$ cat src/rtl/dmem_arbiter_pkg.sv
// Shared definitions for the two-port data-memory arbiter: widths, FSM encoding,
// port indices and the read-return tag.
package dmem_arbiter_pkg;

  localparam int unsigned DEF_AW = 16;
  localparam int unsigned DEF_DW = 16;

  localparam logic [0:0] ARB    = 1'b0;
  localparam logic [0:0] LOCKED = 1'b1;

  localparam logic P_CPU = 1'b0;
  localparam logic P_DBG = 1'b1;

  // Captured on every read grant; returned as rvalid on the following cycle
  typedef struct packed {
    logic valid;
    logic port;
  } rd_tag_t;

  function automatic logic [1:0] port_onehot(input logic port);
    return port ? 2'b10 : 2'b01;
  endfunction

endpackage

$ cat src/rtl/dmem_arbiter_if.sv
// Bus bundle between the two requesters, the arbiter and the data memory.
interface dmem_arbiter_if
  import dmem_arbiter_pkg::*;
#(
  parameter int unsigned AW = DEF_AW,
  parameter int unsigned DW = DEF_DW
);

  logic          m0_req;
  logic          m0_we;
  logic          m0_lock;
  logic [AW-1:0] m0_addr;
  logic [DW-1:0] m0_wdata;
  logic          m0_gnt;
  logic          m0_rvalid;
  logic [DW-1:0] m0_rdata;

  logic          m1_req;
  logic          m1_we;
  logic          m1_lock;
  logic [AW-1:0] m1_addr;
  logic [DW-1:0] m1_wdata;
  logic          m1_gnt;
  logic          m1_rvalid;
  logic [DW-1:0] m1_rdata;

  logic          mem_en;
  logic          mem_we;
  logic [AW-1:0] mem_addr;
  logic [DW-1:0] mem_wdata;
  logic [DW-1:0] mem_rdata;

  // Arbiter view
  modport slave (
    input  m0_req, m0_we, m0_lock, m0_addr, m0_wdata,
    output m0_gnt, m0_rvalid, m0_rdata,
    input  m1_req, m1_we, m1_lock, m1_addr, m1_wdata,
    output m1_gnt, m1_rvalid, m1_rdata,
    output mem_en, mem_we, mem_addr, mem_wdata,
    input  mem_rdata
  );

  // Requester and memory view
  modport master (
    output m0_req, m0_we, m0_lock, m0_addr, m0_wdata,
    input  m0_gnt, m0_rvalid, m0_rdata,
    output m1_req, m1_we, m1_lock, m1_addr, m1_wdata,
    input  m1_gnt, m1_rvalid, m1_rdata,
    input  mem_en, mem_we, mem_addr, mem_wdata,
    output mem_rdata
  );

endinterface

$ cat src/rtl/dmem_arbiter_rr_pick2.sv
// Combinational 2-way round-robin picker: on contention the port not granted last wins.
module rr_pick2 (
  input  logic [1:0] req,
  input  logic       last,
  output logic [1:0] gnt_c
);

  always_comb begin
    gnt_c = 2'b00;
    case (req)
      2'b01:   gnt_c = 2'b01;
      2'b10:   gnt_c = 2'b10;
      2'b11:   gnt_c = last ? 2'b01 : 2'b10;
      default: gnt_c = 2'b00;
    endcase
  end

endmodule

$ cat src/rtl/dmem_arbiter.sv
// Shares the single-port data memory between the CPU port (0) and the loader/debug
// port (1): round-robin grants, optional ownership lock, one-cycle tagged read return.
module dmem_arbiter
  import dmem_arbiter_pkg::*;
#(
  parameter int unsigned AW = DEF_AW,
  parameter int unsigned DW = DEF_DW
) (
  input  logic          clk,
  input  logic          reset,
  dmem_arbiter_if.slave bus
);

  logic [0:0] state, state_nxt;
  logic       owner, owner_nxt;
  logic       last, last_nxt;
  rd_tag_t    tag, tag_nxt;

  logic [1:0] req;
  logic [1:0] lock;
  logic [1:0] rr_gnt;
  logic [1:0] gnt;
  logic       hold;

  assign req  = reset ? 2'b00 : {bus.m1_req, bus.m0_req};
  assign lock = {bus.m1_lock, bus.m0_lock};

  rr_pick2 u_pick (
    .req   (req),
    .last  (last),
    .gnt_c (rr_gnt)
  );

  always_ff @(posedge clk or posedge reset) begin
    if (reset) begin
      state <= ARB;
      owner <= P_CPU;
      last  <= P_DBG;
      tag   <= '0;
    end else begin
      state <= state_nxt;
      owner <= owner_nxt;
      last  <= last_nxt;
      tag   <= tag_nxt;
    end
  end

  // A locked owner that has dropped both req and lock releases in the same cycle,
  // so the other port can be granted immediately.
  always_comb begin
    state_nxt = state;
    owner_nxt = owner;
    last_nxt  = last;
    tag_nxt   = '0;
    gnt       = 2'b00;
    hold      = (state == LOCKED) && (req[owner] || lock[owner]);

    if (hold) begin
      gnt = req[owner] ? port_onehot(owner) : 2'b00;
    end else begin
      gnt = rr_gnt;
    end

    if (gnt != 2'b00) begin
      last_nxt      = gnt[1];
      tag_nxt.valid = !(gnt[1] ? bus.m1_we : bus.m0_we);
      tag_nxt.port  = gnt[1];
      if (lock[gnt[1]]) begin
        state_nxt = LOCKED;
        owner_nxt = gnt[1];
      end else begin
        state_nxt = ARB;
      end
    end else if (!hold) begin
      state_nxt = ARB;
    end
  end

  assign bus.m0_gnt = gnt[0];
  assign bus.m1_gnt = gnt[1];
  assign bus.mem_en = |gnt;

  always_comb begin
    bus.mem_we    = 1'b0;
    bus.mem_addr  = '0;
    bus.mem_wdata = '0;
    if (gnt[0]) begin
      bus.mem_we    = bus.m0_we;
      bus.mem_addr  = bus.m0_addr;
      bus.mem_wdata = bus.m0_wdata;
    end else if (gnt[1]) begin
      bus.mem_we    = bus.m1_we;
      bus.mem_addr  = bus.m1_addr;
      bus.mem_wdata = bus.m1_wdata;
    end
  end

  assign bus.m0_rvalid = tag.valid && (tag.port == P_CPU);
  assign bus.m1_rvalid = tag.valid && (tag.port == P_DBG);
  assign bus.m0_rdata  = bus.m0_rvalid ? bus.mem_rdata : DW'(0);
  assign bus.m1_rdata  = bus.m1_rvalid ? bus.mem_rdata : DW'(0);

endmodule

$ cat src/flat_wrapper.sv
// flat-port wrapper written by rule: the top's interface ports become plain ports
module dmem_arbiter_flat import dmem_arbiter_pkg::*;
#(
  parameter int unsigned AW = DEF_AW,
  parameter int unsigned DW = DEF_DW
)
  (clk, reset, bus_m0_req, bus_m0_we, bus_m0_lock, bus_m0_addr, bus_m0_wdata, bus_m0_gnt, bus_m0_rvalid, bus_m0_rdata, bus_m1_req, bus_m1_we, bus_m1_lock, bus_m1_addr, bus_m1_wdata, bus_m1_gnt, bus_m1_rvalid, bus_m1_rdata, bus_mem_en, bus_mem_we, bus_mem_addr, bus_mem_wdata, bus_mem_rdata);
  dmem_arbiter_if #(.AW(AW), .DW(DW)) bus_i ();
  input  logic clk;
  input  logic reset;
  input wire logic [$bits(bus_i.m0_req)-1:0] bus_m0_req;
  input wire logic [$bits(bus_i.m0_we)-1:0] bus_m0_we;
  input wire logic [$bits(bus_i.m0_lock)-1:0] bus_m0_lock;
  input wire logic [$bits(bus_i.m0_addr)-1:0] bus_m0_addr;
  input wire logic [$bits(bus_i.m0_wdata)-1:0] bus_m0_wdata;
  output wire logic [$bits(bus_i.m0_gnt)-1:0] bus_m0_gnt;
  output wire logic [$bits(bus_i.m0_rvalid)-1:0] bus_m0_rvalid;
  output wire logic [$bits(bus_i.m0_rdata)-1:0] bus_m0_rdata;
  input wire logic [$bits(bus_i.m1_req)-1:0] bus_m1_req;
  input wire logic [$bits(bus_i.m1_we)-1:0] bus_m1_we;
  input wire logic [$bits(bus_i.m1_lock)-1:0] bus_m1_lock;
  input wire logic [$bits(bus_i.m1_addr)-1:0] bus_m1_addr;
  input wire logic [$bits(bus_i.m1_wdata)-1:0] bus_m1_wdata;
  output wire logic [$bits(bus_i.m1_gnt)-1:0] bus_m1_gnt;
  output wire logic [$bits(bus_i.m1_rvalid)-1:0] bus_m1_rvalid;
  output wire logic [$bits(bus_i.m1_rdata)-1:0] bus_m1_rdata;
  output wire logic [$bits(bus_i.mem_en)-1:0] bus_mem_en;
  output wire logic [$bits(bus_i.mem_we)-1:0] bus_mem_we;
  output wire logic [$bits(bus_i.mem_addr)-1:0] bus_mem_addr;
  output wire logic [$bits(bus_i.mem_wdata)-1:0] bus_mem_wdata;
  input wire logic [$bits(bus_i.mem_rdata)-1:0] bus_mem_rdata;
  assign bus_i.m0_req = bus_m0_req;
  assign bus_i.m0_we = bus_m0_we;
  assign bus_i.m0_lock = bus_m0_lock;
  assign bus_i.m0_addr = bus_m0_addr;
  assign bus_i.m0_wdata = bus_m0_wdata;
  assign bus_m0_gnt = bus_i.m0_gnt;
  assign bus_m0_rvalid = bus_i.m0_rvalid;
  assign bus_m0_rdata = bus_i.m0_rdata;
  assign bus_i.m1_req = bus_m1_req;
  assign bus_i.m1_we = bus_m1_we;
  assign bus_i.m1_lock = bus_m1_lock;
  assign bus_i.m1_addr = bus_m1_addr;
  assign bus_i.m1_wdata = bus_m1_wdata;
  assign bus_m1_gnt = bus_i.m1_gnt;
  assign bus_m1_rvalid = bus_i.m1_rvalid;
  assign bus_m1_rdata = bus_i.m1_rdata;
  assign bus_mem_en = bus_i.mem_en;
  assign bus_mem_we = bus_i.mem_we;
  assign bus_mem_addr = bus_i.mem_addr;
  assign bus_mem_wdata = bus_i.mem_wdata;
  assign bus_i.mem_rdata = bus_mem_rdata;
  dmem_arbiter #(.AW(AW), .DW(DW)) u_core (.clk(clk), .reset(reset), .bus(bus_i));
endmodule
$ cat config.mk
export PLATFORM = sky130hd
export DESIGN_NAME = dmem_arbiter_flat
export DESIGN_NICKNAME = d
export VERILOG_FILES = /design/src/rtl/dmem_arbiter_pkg.sv /design/src/rtl/dmem_arbiter_if.sv /design/src/rtl/dmem_arbiter_rr_pick2.sv /design/src/rtl/dmem_arbiter.sv /design/src/flat_wrapper.sv
export SDC_FILE = /design/constraint.sdc
export NUM_CORES = 1
export LEC_CHECK = 0
export ABC_AREA = 1
export BUFFER_PORTS_ARGS = -buffer_cell sky130_fd_sc_hd__buf_2
export CORE_MARGIN = 10
export CORE_UTILIZATION = 29
export DETAILED_ROUTE_END_ITERATION = 10
export HOLD_SLACK_MARGIN = 0.08
export PLACE_DENSITY = 0.82
export SKIP_LAST_GASP = 1
export SLEW_MARGIN = 15
export SYNTH_ARGS = -nofsm -noshare
export SYNTH_HDL_FRONTEND = slang
export SYNTH_SLANG_ARGS = --single-unit
$ cat constraint.sdc
create_clock -name clk -period 1.6 [get_ports clk]
set_input_delay 0.08 -clock clk [delete_from_list [all_inputs] [get_ports clk]]
set_output_delay 0.08 -clock clk [all_outputs]
set_load 0.01 [all_outputs]
==> results of run 1 <==
-- layer usage --
| metal | vias to the layer above | share of wire [%] | global-route usage, % | wire (microns) |
|---|---|---|---|---|
| met5 | - | 0 | 0 | 0 |
| met1 | 777 | 36 | 14.7 | 2090 |
| met2 | 112 | 51 | 28.9 | 2930 |
| li1 | 944 | - | - | - |
| met3 | 10 | 12 | 7.66 | 671 |
| met4 | 0 | 1.6 | 3.76 | 95 |
-- flip-flops by register name, indices dropped and copies added (netlist names) --
signal        count
u_core.state      1
u_core.tag        2
u_core.owner      1
u_core.last       1
-- critical path, cell delays in order (launching register included) --
cell and delay [ns]:
dfrtp_1 0.41, inv_2 0.09, nand2_2 0.07, nand2_4 0.09, nand2_4 0.06, nand2_4 0.08, nand3_4 0.08, nand2_4 0.10
inv_8 0.05, clkbuf_16 0.15, nand2_2 0.05, nand2_1 0.04, buf_2 0.13
-- Yosys cell counts --
library cell and n:
inv_4 1, o21a_1 1, dfrtp_1 4, dfstp_2 1, nand3_1 9, nand2_2 12
nand2_4 1, nor2_1 33, inv_1 27, nand4_1 1, nand3_2 1, clkbuf_1 2
nor2_2 1, buf_8 1, nand3_4 1, inv_2 1, buf_6 5, nand2_1 103
-- final timing paths --
kind                                             to  cells past startpoint
max                                bus_mem_addr[10]                     12
min                        u_core.state$_DFFE_PP0P_                      3
max reg2reg                 u_core.tag[1]$_DFF_PP0_                     13
min reg2reg                 u_core.last$_DFFE_PP1P_                      2
max in group asynchronous   u_core.last$_DFFE_PP1P_                      4
min in group asynchronous   u_core.tag[1]$_DFF_PP0_                      4
-- power by group through the flow --
stage	Clock [mW]	Sequential, mW	Combinational [mW]
after global routing	0.164	0.265	3.12
after CTS	0.148	0.253	2.40
after floorplan	0	0.236	1.28
after global placement	0	0.243	2.08
final	0.148	0.258	2.86
after detailed placement	0	0.246	2.11
-- metrics by stage --
stage                     area [sq um]  TNS (ns)  setup slack, ns  std cells
after CTS                         2010     -3.46           -0.125        417
after floorplan                   1010         0            0.279        205
after global routing              2310     -7.88           -0.247        426
final                             2310     -4.18           -0.137        426
after detailed placement          1850         0            0.108        405
after global placement            1850         0            0.153        405
-- final cells by class --
class                      instances  area share, %
timing repair buffer             179           50.9
multi-input combinational        163           34.9
sequential                         5           5.48
inverter                          29           5.04
tap                               46           2.49
clock buffer                       4           1.14
-- what timing repair did --
action,4_1_cts,5_1_grt
buffers inserted,5,5
hold buffers,1,0
endpoints found under the setup margin,35,38
endpoints found under the hold margin,5,0
gates cloned,2,4
resized for setup,10,37
pin swaps,1,10
-- cell families (layout without fill, tap and decap cells) --
| logic type | after synthesis | count (layout) | share of synthesized area [%] |
|---|---|---|---|
| and+or+nand+nor | 162 | 162 | 67.8 |
| DFF | 5 | 5 | 12.6 |
| buffers and inverters | 37 | 212 | 18.9 |
| AOI/OAI and AO/OA | 1 | 1 | 0.747 |
==> flow_metrics.py, run 1 <==
metrics = {
    "yosys": {
        "synth_area_leaders": "nand2_1, nor2_1, inv_1",
        "synth.top_cell.area_share_pct": 38.4,
        "syn_inst": 205,
        "yosysSeqAreaShare_pct": 12.6,
        "yosysUniqueCellTypes": 18,
        "yosys_warnings": 0,
        "netlist_area_sq_um": 1010,
        "syn_nets": 293,
        "yosysTopAreaCell": "nand2_1",
        "synth-seq-cells": 5,
        "syn_area_per_cell_sq_um": 4.91,
    },
    "cts": {
        "cts_buffers": 3,
        "clkLatencyLatePin_ns": 0.25,
        "clk_pin_slew_ns": 0.04,
        "root_buffer": "clkbuf_4",
        "cts_tree": "built",
        "clock_tree.htree_level_count": 1,
        "cts_buffer_depth": 2,
        "cts_num_sinks": 5,
    },
    "setup_path": {
        "rr_startpoint": "u_core.owner$_DFFE_PP0P_",
        "path_max_fanout": 7,
        "cp-end-kind": "primary output",
        "r2r_setup_slack_ns": 0.07,
        "startpoint_type": "flop",
        "startpoint": "u_core.owner$_DFFE_PP0P_",
        "worstSetupPathType": "flop to primary output",
        "critical_path_required_ns": 1.52,
        "critPathArrivalTime_ns": 1.66,
    },
    "layout": {
        "final_cell_mix": "buf_2, nand2_1, nor2_1, inv_1, nand2_2",
        "multi_input_area_sq_um": 806,
        "n_antenna_cell": 0,
        "drive_above_1_share_pct": 58.2,
        "final_util_pct": 69.1,
        "seq_area_sq_um": 126,
        "final_common_cell": "buf_2",
        "syn2layout_area_growth_pct": 129,
        "fin_nets": 469,
        "fillers": 293,
    },
    "die": {
        "die_height_microns": 78.9,
        "die_w_microns": 78.9,
        "core-area_sq_um": 3340,
        "initial_core_util_pct": 30.1,
        "rows": 21,
        "io_pins": 158,
        "die-area_sq_um": 6220,
    },
    "routing": {
        "vias_per_cell": 4.33,
        "wl_per_cell_microns": 13.6,
        "drc": 0,
        "postRouteAntennaNets": 0,
        "routed_wl_microns": 5780,
        "vias": 1843,
        "drt_pass1_iterations": 4,
        "first_iter_violations": 75,
    },
    "outcome": {
        "violations": "negative setup slack",
        "status": "finished with violations",
    },
    "global_routing": {
        "grt_pass1_wl_microns": 8110,
        "grt_max_degree": 18,
        "grtUsageTotal_pct": 15.4,
        "grt_pass1_vias": 1798,
        "antenna_found_initial": 0,
        "grt_overflow": 0,
    },
    "sta": {
        "fmax_mhz": 576,
        "finalHoldWorstSlack_ns": 0.0992,
        "rsz0062_at_grt": "yes",
        "fin_crit_sh_pct": 109,
        "finalMaxSlewViolations": 0,
        "tightest_slew_ns": 0.529,
        "setup_viol": 35,
        "fin_crit_ns": 1.74,
        "slew_headroom_pct": 64.7,
        "finalHoldViolCount": 0,
        "fin_skew_ns": 0.00202,
        "setup_slack_ns": -0.137,
    },
    "hold_path": {
        "hold_path.class": "input port to flop",
        "min_from": "bus_m0_lock",
    },
    "power_and_ir_drop": {
        "power_frac_comb_pct": 87.6,
        "p_int_mw": 1.67,
        "design_power_total_mw": 3.27,
        "power_frac_clock_pct": 4.5,
        "switchingPower_mw": 1.60,
        "vdd_drop_max_mv": 0.812,
        "p_leak_nw": 1.60,
        "p_per_area_nw_per_um2": 1420,
        "swShare_pct": 49.0,
        "seqPwrFrac_pct": 7.9,
    },
    "placed_design": {
        "port_buffers": 157,
        "dp_hpwl_microns": 4480,
        "place.gp.congestion": 0.855,
    },
    "run": {
        "max_cap_violations": 0,
    },
}
Note: power is estimated with default switching activity, not from simulation.
==> inputs of run 2 (changes only) <==
- CTS_BUF_LIST: not set -> sky130_fd_sc_hd__clkbuf_8 sky130_fd_sc_hd__clkbuf_16
==> flow_metrics.py, run 2 (same netlist as run 1, synthesis figures left out) <==
metrics = {
    "global_routing": {
        "grt_pass1_vias": 1804,
        "antenna_found_initial": 0,
        "grt_pass1_wl_microns": 8070,
        "grt_overflow": 0,
        "grt_max_degree": 18,
        "grtUsageTotal_pct": 15.5,
    },
    "setup_path": {
        "worst_r2r_path_depth": 12,
        "crit_cells": 11,
        "worstSetupPathType": "flop to primary output",
        "crit_slowest_cell": "dfrtp_1",
        "rr_endpoint": "u_core.tag[1]$_DFF_PP0_",
        "critical_path_required_ns": 1.52,
        "rr_startpoint": "u_core.owner$_DFFE_PP0P_",
        "crit_chain": "inv_2, nand2_2, nand2_4, nand2_4, nand2_4, nand2_4, nand2_8, clkbuf_16, nand2_2, nand2_1, buf_2",
        "crit_top_cell": "nand2_4",
        "cp-end-kind": "primary output",
        "crit_path_max_incr_delay_ns": 0.42,
        "r2r_setup_slack_ns": 0.04,
        "path_max_fanout": 6,
        "crit_buf_inv": 3,
        "startpoint_type": "flop",
        "cp_top_family": "simple AND/OR/NAND/NOR gates",
        "critPathArrivalTime_ns": 1.64,
    },
    "hold_path": {
        "hold_path.class": "input port to flop",
        "min_path_cells": 3,
        "hold_end": "u_core.state$_DFFE_PP0P_",
        "min_from": "bus_m0_lock",
    },
    "power_and_ir_drop": {
        "seqPwrFrac_pct": 8.1,
        "swShare_pct": 48.5,
        "p_per_area_nw_per_um2": 1410,
        "p_int_mw": 1.64,
        "power_frac_clock_pct": 7.2,
        "vdd_drop_max_mv": 0.661,
        "design_power_total_mw": 3.18,
        "p_leak_nw": 1.56,
        "power_frac_comb_pct": 84.7,
        "switchingPower_mw": 1.54,
    },
    "die": {
        "die_height_microns": 78.9,
        "core-area_sq_um": 3340,
        "initial_core_util_pct": 30.1,
        "io_pins": 158,
        "die-area_sq_um": 6220,
        "die_w_microns": 78.9,
        "rows": 21,
    },
    "placed_design": {
        "place.gp.congestion": 0.855,
        "port_buffers": 157,
        "place_area_sq_um": 1850,
        "dp_hpwl_microns": 4480,
    },
    "sta": {
        "finalHoldWorstSlack_ns": 0.132,
        "rsz0062_at_grt": "yes",
        "fin_skew_ns": 0.000292,
        "fin_crit_ns": 1.72,
        "fmax_mhz": 583,
        "tightest_slew_ns": 0.525,
        "finalMaxSlewViolations": 0,
        "finalHoldViolCount": 0,
        "fin_crit_sh_pct": 107,
        "slew_headroom_pct": 64.9,
        "setup_viol": 34,
        "setup_slack_ns": -0.116,
    },
    "routing": {
        "vias": 1820,
        "postRouteAntennaNets": 0,
        "first_iter_violations": 70,
        "drc": 0,
        "vias_per_cell": 4.29,
        "drt_pass1_iterations": 4,
        "routed_wl_microns": 5710,
        "wl_per_cell_microns": 13.5,
    },
    "cts": {
        "root_buffer": "clkbuf_8",
        "cts_buffers": 3,
        "clkLatencyLatePin_ns": 0.22,
        "cts_tree": "built",
        "clock_tree.htree_level_count": 1,
        "cts_buffer_depth": 2,
        "cts_num_sinks": 5,
        "clk_pin_slew_ns": 0.03,
    },
    "layout": {
        "final_util_pct": 67.4,
        "final_cell_mix": "buf_2, nand2_1, nor2_1, inv_1, nand2_2",
        "largest_register": "u_core.tag",
        "fin_area_sq_um": 2250,
        "largest_reg_flops": 2,
        "final_common_cell": "buf_2",
        "fin_nets": 467,
        "drive_above_1_share_pct": 57.1,
        "n_antenna_cell": 0,
        "syn2layout_area_growth_pct": 124,
    },
    "outcome": {
        "status": "finished with violations",
        "violations": "negative setup slack",
    },
    "run": {
        "max_cap_violations": 0,
    },
}
[run 2: cell count changes in the layout (fill, tap and decap cells not counted), moves of 3 or more]
cell and change:
clkbuf_4 -3, nand2_4 -3, nand2_1 +3, clkbuf_8 +3
[run 2: metrics by stage]
step	setup slack [ns]	TNS, ns	cells
2_1_floorplan	0.279	0	205
3_3_place_gp	0.153	0	405
3_5_place_dp	0.108	0	405
4_1_cts	-0.100	-2.63	417
5_1_grt	-0.231	-7.31	424
6_report	-0.116	-3.19	424
[run 2: final cells by class]
type,instances,area [sq um]
multi-input cells,163,783
flip-flops and latches,5,126
fillers,293,1090
inverters,29,114
well taps,46,57.6
clock buffers,3,41.3
repair buffers,177,1120
clock inverters,1,3.75
[run 2: worst max-delay path by stage]
stage	to	startpoint
2_1_floorplan	bus_mem_wdata[0]	u_core.owner$_DFFE_PP0P_
3_3_place_gp	bus_mem_addr[10]	u_core.owner$_DFFE_PP0P_
3_5_place_dp	bus_mem_addr[10]	u_core.owner$_DFFE_PP0P_
4_1_cts	bus_mem_addr[10]	u_core.owner$_DFFE_PP0P_
5_1_grt	bus_mem_wdata[11]	u_core.owner$_DFFE_PP0P_
6_report	bus_mem_addr[3]	u_core.owner$_DFFE_PP0P_
[run 2: power by group through the flow]
stage,Sequential (mW),Clock (mW),Combinational (mW)
2_1_floorplan,0.236,0,1.28
3_3_place_gp,0.243,0,2.08
3_5_place_dp,0.246,0,2.11
4_1_cts,0.253,0.230,2.38
5_1_grt,0.267,0.248,2.96
6_report,0.259,0.229,2.69
[run 2: routing by layer]
layer	vias to the layer above	track usage (%)	share of wire [%]
met4	0	4.84	0.89
met3	5	7.55	12
li1	941	-	-
met2	100	28.7	51
met5	-	0	0
met1	774	14.7	36
[run 2: what timing repair did]
item	4_1_cts	5_1_grt
endpoints found under the hold margin	5	0
cloned	2	3
resized for setup	9	30
setup endpoints to repair	34	38
buffers inserted	5	4
pin swaps	1	7
hold buffers	1	0
[run 2: worst register-to-register path, delay by kind of cell, from the launching register on]
kind                   cells  cell delay (ns)
buffers and inverters      3             0.34
DFF                        1             0.42
and+or+nand+nor            9             0.70
==> inputs of run 3 (changes only) <==
- REMOVE_ABC_BUFFERS: not set -> 1
==> flow_metrics.py, run 3 (same netlist as run 1, synthesis figures left out) <==
metrics = {
    "placed_design": {
        "place_area_sq_um": 1820,
        "place.gp.congestion": 0.877,
        "dp.cells": 403,
        "port_buffers": 157,
        "dp_hpwl_microns": 4700,
    },
    "routing": {
        "vias_per_cell": 4.29,
        "m1WireLength_microns": 2100,
        "met3WireLength_microns": 999,
        "drc": 0,
        "vias": 1811,
        "first_iter_violations": 25,
        "wl_per_cell_microns": 15.0,
        "drt_pass1_iterations": 4,
        "top_layer_used": "met4",
        "postRouteAntennaNets": 0,
        "routed_wl_microns": 6310,
        "met2_length_microns": 3130,
    },
    "die": {
        "rows": 21,
        "initial_core_util_pct": 30.1,
        "die_height_microns": 78.9,
        "die-area_sq_um": 6220,
        "core-area_sq_um": 3340,
        "die_w_microns": 78.9,
        "io_pins": 158,
    },
    "sta": {
        "fin_crit_sh_pct": 111,
        "setup-tns-final_ns": -4.85,
        "finalMaxSlewViolations": 0,
        "rsz0062_at_grt": "yes",
        "finalHoldViolCount": 0,
        "fmax_mhz": 563,
        "setup_slack_ns": -0.177,
        "fin_crit_ns": 1.78,
        "finalHoldWorstSlack_ns": 0.147,
        "fin_skew_ns": 0.00366,
        "slew_headroom_pct": 64.4,
        "tightest_slew_ns": 0.533,
        "setup_viol": 36,
    },
    "global_routing": {
        "grt_max_degree": 37,
        "antenna_found_initial": 0,
        "grt_pass1_wl_microns": 8130,
        "grt_pass1_vias": 1791,
        "grtUsageTotal_pct": 15.7,
        "grt_overflow": 0,
    },
    "setup_path": {
        "startpoint_type": "flop",
        "cp-end-kind": "primary output",
        "cp_top_family": "simple AND/OR/NAND/NOR gates",
        "rr_endpoint": "u_core.tag[1]$_DFF_PP0_",
        "crit_buf_inv": 3,
        "critPathArrivalTime_ns": 1.70,
        "crit_path_max_incr_delay_ns": 0.43,
        "rr_startpoint": "u_core.owner$_DFFE_PP0P_",
        "worstSetupPathType": "flop to primary output",
        "crit_chain": "inv_2, nand2_1, nand2_2, nand2_2, nand2_4, nand3_4, nand2_8, buf_6, nand3_1, buf_2",
        "r2r_setup_slack_ns": 0.01,
        "worst_r2r_path_depth": 12,
        "crit_slowest_cell": "dfrtp_2",
        "critical_path_required_ns": 1.52,
        "crit_top_cell": "nand2_2",
        "path_max_fanout": 5,
    },
    "cts": {
        "clock_tree.htree_level_count": 1,
        "root_buffer": "clkbuf_8",
        "cts_num_sinks": 5,
        "cts_tree": "built",
        "clk_pin_slew_ns": 0.04,
        "clkLatencyLatePin_ns": 0.22,
        "cts_buffer_depth": 2,
        "cts_buffers": 3,
    },
    "outcome": {
        "violations": "negative setup slack",
        "status": "finished with violations",
    },
    "power_and_ir_drop": {
        "seqPwrFrac_pct": 8.8,
        "vdd_drop_max_mv": 0.651,
        "power_frac_comb_pct": 83.7,
        "switchingPower_mw": 1.66,
        "p_int_mw": 1.45,
        "design_power_total_mw": 3.12,
        "power_frac_clock_pct": 7.5,
        "swShare_pct": 53.4,
        "p_leak_nw": 1.54,
        "p_per_area_nw_per_um2": 1430,
    },
    "layout": {
        "multi_input_area_sq_um": 787,
        "fillers": 317,
        "final_common_cell": "buf_2",
        "syn2layout_area_growth_pct": 117,
        "drive_above_1_share_pct": 56.4,
        "stdcell_count": 422,
        "final_cell_mix": "buf_2, nand2_1, nor2_1, inv_1, nand2_2",
        "largest_reg_flops": 2,
        "fin_area_sq_um": 2180,
        "largest_register": "u_core.tag",
        "n_antenna_cell": 0,
        "seq_area_sq_um": 129,
        "fin_nets": 465,
    },
    "hold_path": {
        "hold_end": "u_core.state$_DFFE_PP0P_",
        "min_path_cells": 3,
        "hold_path.class": "input port to flop",
        "min_from": "bus_m0_lock",
    },
    "run": {
        "max_cap_violations": 0,
    },
}
-- run 3: layout make-up --
cell class	count	area share [%]
sequential	5	5.90
inverter	29	5.56
timing repair inverter	3	1.32
clock buffer	3	1.89
clock inverter	1	0.172
multi-input combinational	163	36.0
timing repair buffer	172	46.5
tap	46	2.63
-- run 3: worst max path at each step --
| stage | startpoint | to | slack, ns | cells past startpoint |
|---|---|---|---|---|
| final | u_core.owner$_DFFE_PP0P_ | bus_mem_en | -0.18 | 10 |
| after CTS | u_core.owner$_DFFE_PP0P_ | bus_mem_wdata[4] | -0.12 | 11 |
| after detailed placement | u_core.owner$_DFFE_PP0P_ | bus_mem_addr[8] | 0.03 | 10 |
| after global routing | u_core.owner$_DFFE_PP0P_ | bus_mem_en | -0.27 | 10 |
| after global placement | u_core.owner$_DFFE_PP0P_ | bus_mem_addr[8] | 0.13 | 10 |
| after floorplan | u_core.owner$_DFFE_PP0P_ | u_core.owner$_DFFE_PP0P_ | 0.09 | 8 |
-- run 3: what timing repair did --
item | CTS | global route
hold buffers | 1 | 0
setup buffers | 1 | 5
endpoints found under the hold margin | 5 | 0
endpoints found under the setup margin | 35 | 36
pin swaps | 1 | 9
gates cloned | 0 | 9
resized for setup | 3 | 34
-- run 3: per-stage QoR --
stage	setup WS [ns]	utilization (%)
final	-0.177	65.5
after global routing	-0.267	65.5
after CTS	-0.121	56.1
after detailed placement	0.0347	54.5
after global placement	0.126	54.5
after floorplan	0.0854	-
-- run 3: power by group through the flow --
stage          Sequential, mW  Combinational, mW  Clock [mW]
6_report                0.274               2.61       0.234
2_1_floorplan           0.236               1.11           0
3_5_place_dp            0.248               2.04           0
3_3_place_gp            0.244               2.03           0
4_1_cts                 0.250               2.03       0.236
5_1_grt                 0.280               2.86       0.254
-- run 3: worst min-delay path: stages --
cell and delay, ns:
buf_2 0.09, nand2_1 0.07, nand3_1 0.09
-- run 3: per-layer routing --
| metal | vias up | track usage (%) |
|---|---|---|
| met5 | - | 0 |
| met4 | 0 | 5.02 |
| met3 | 6 | 12.8 |
| met2 | 120 | 26.8 |
| met1 | 744 | 13.8 |
| li1 | 941 | - |
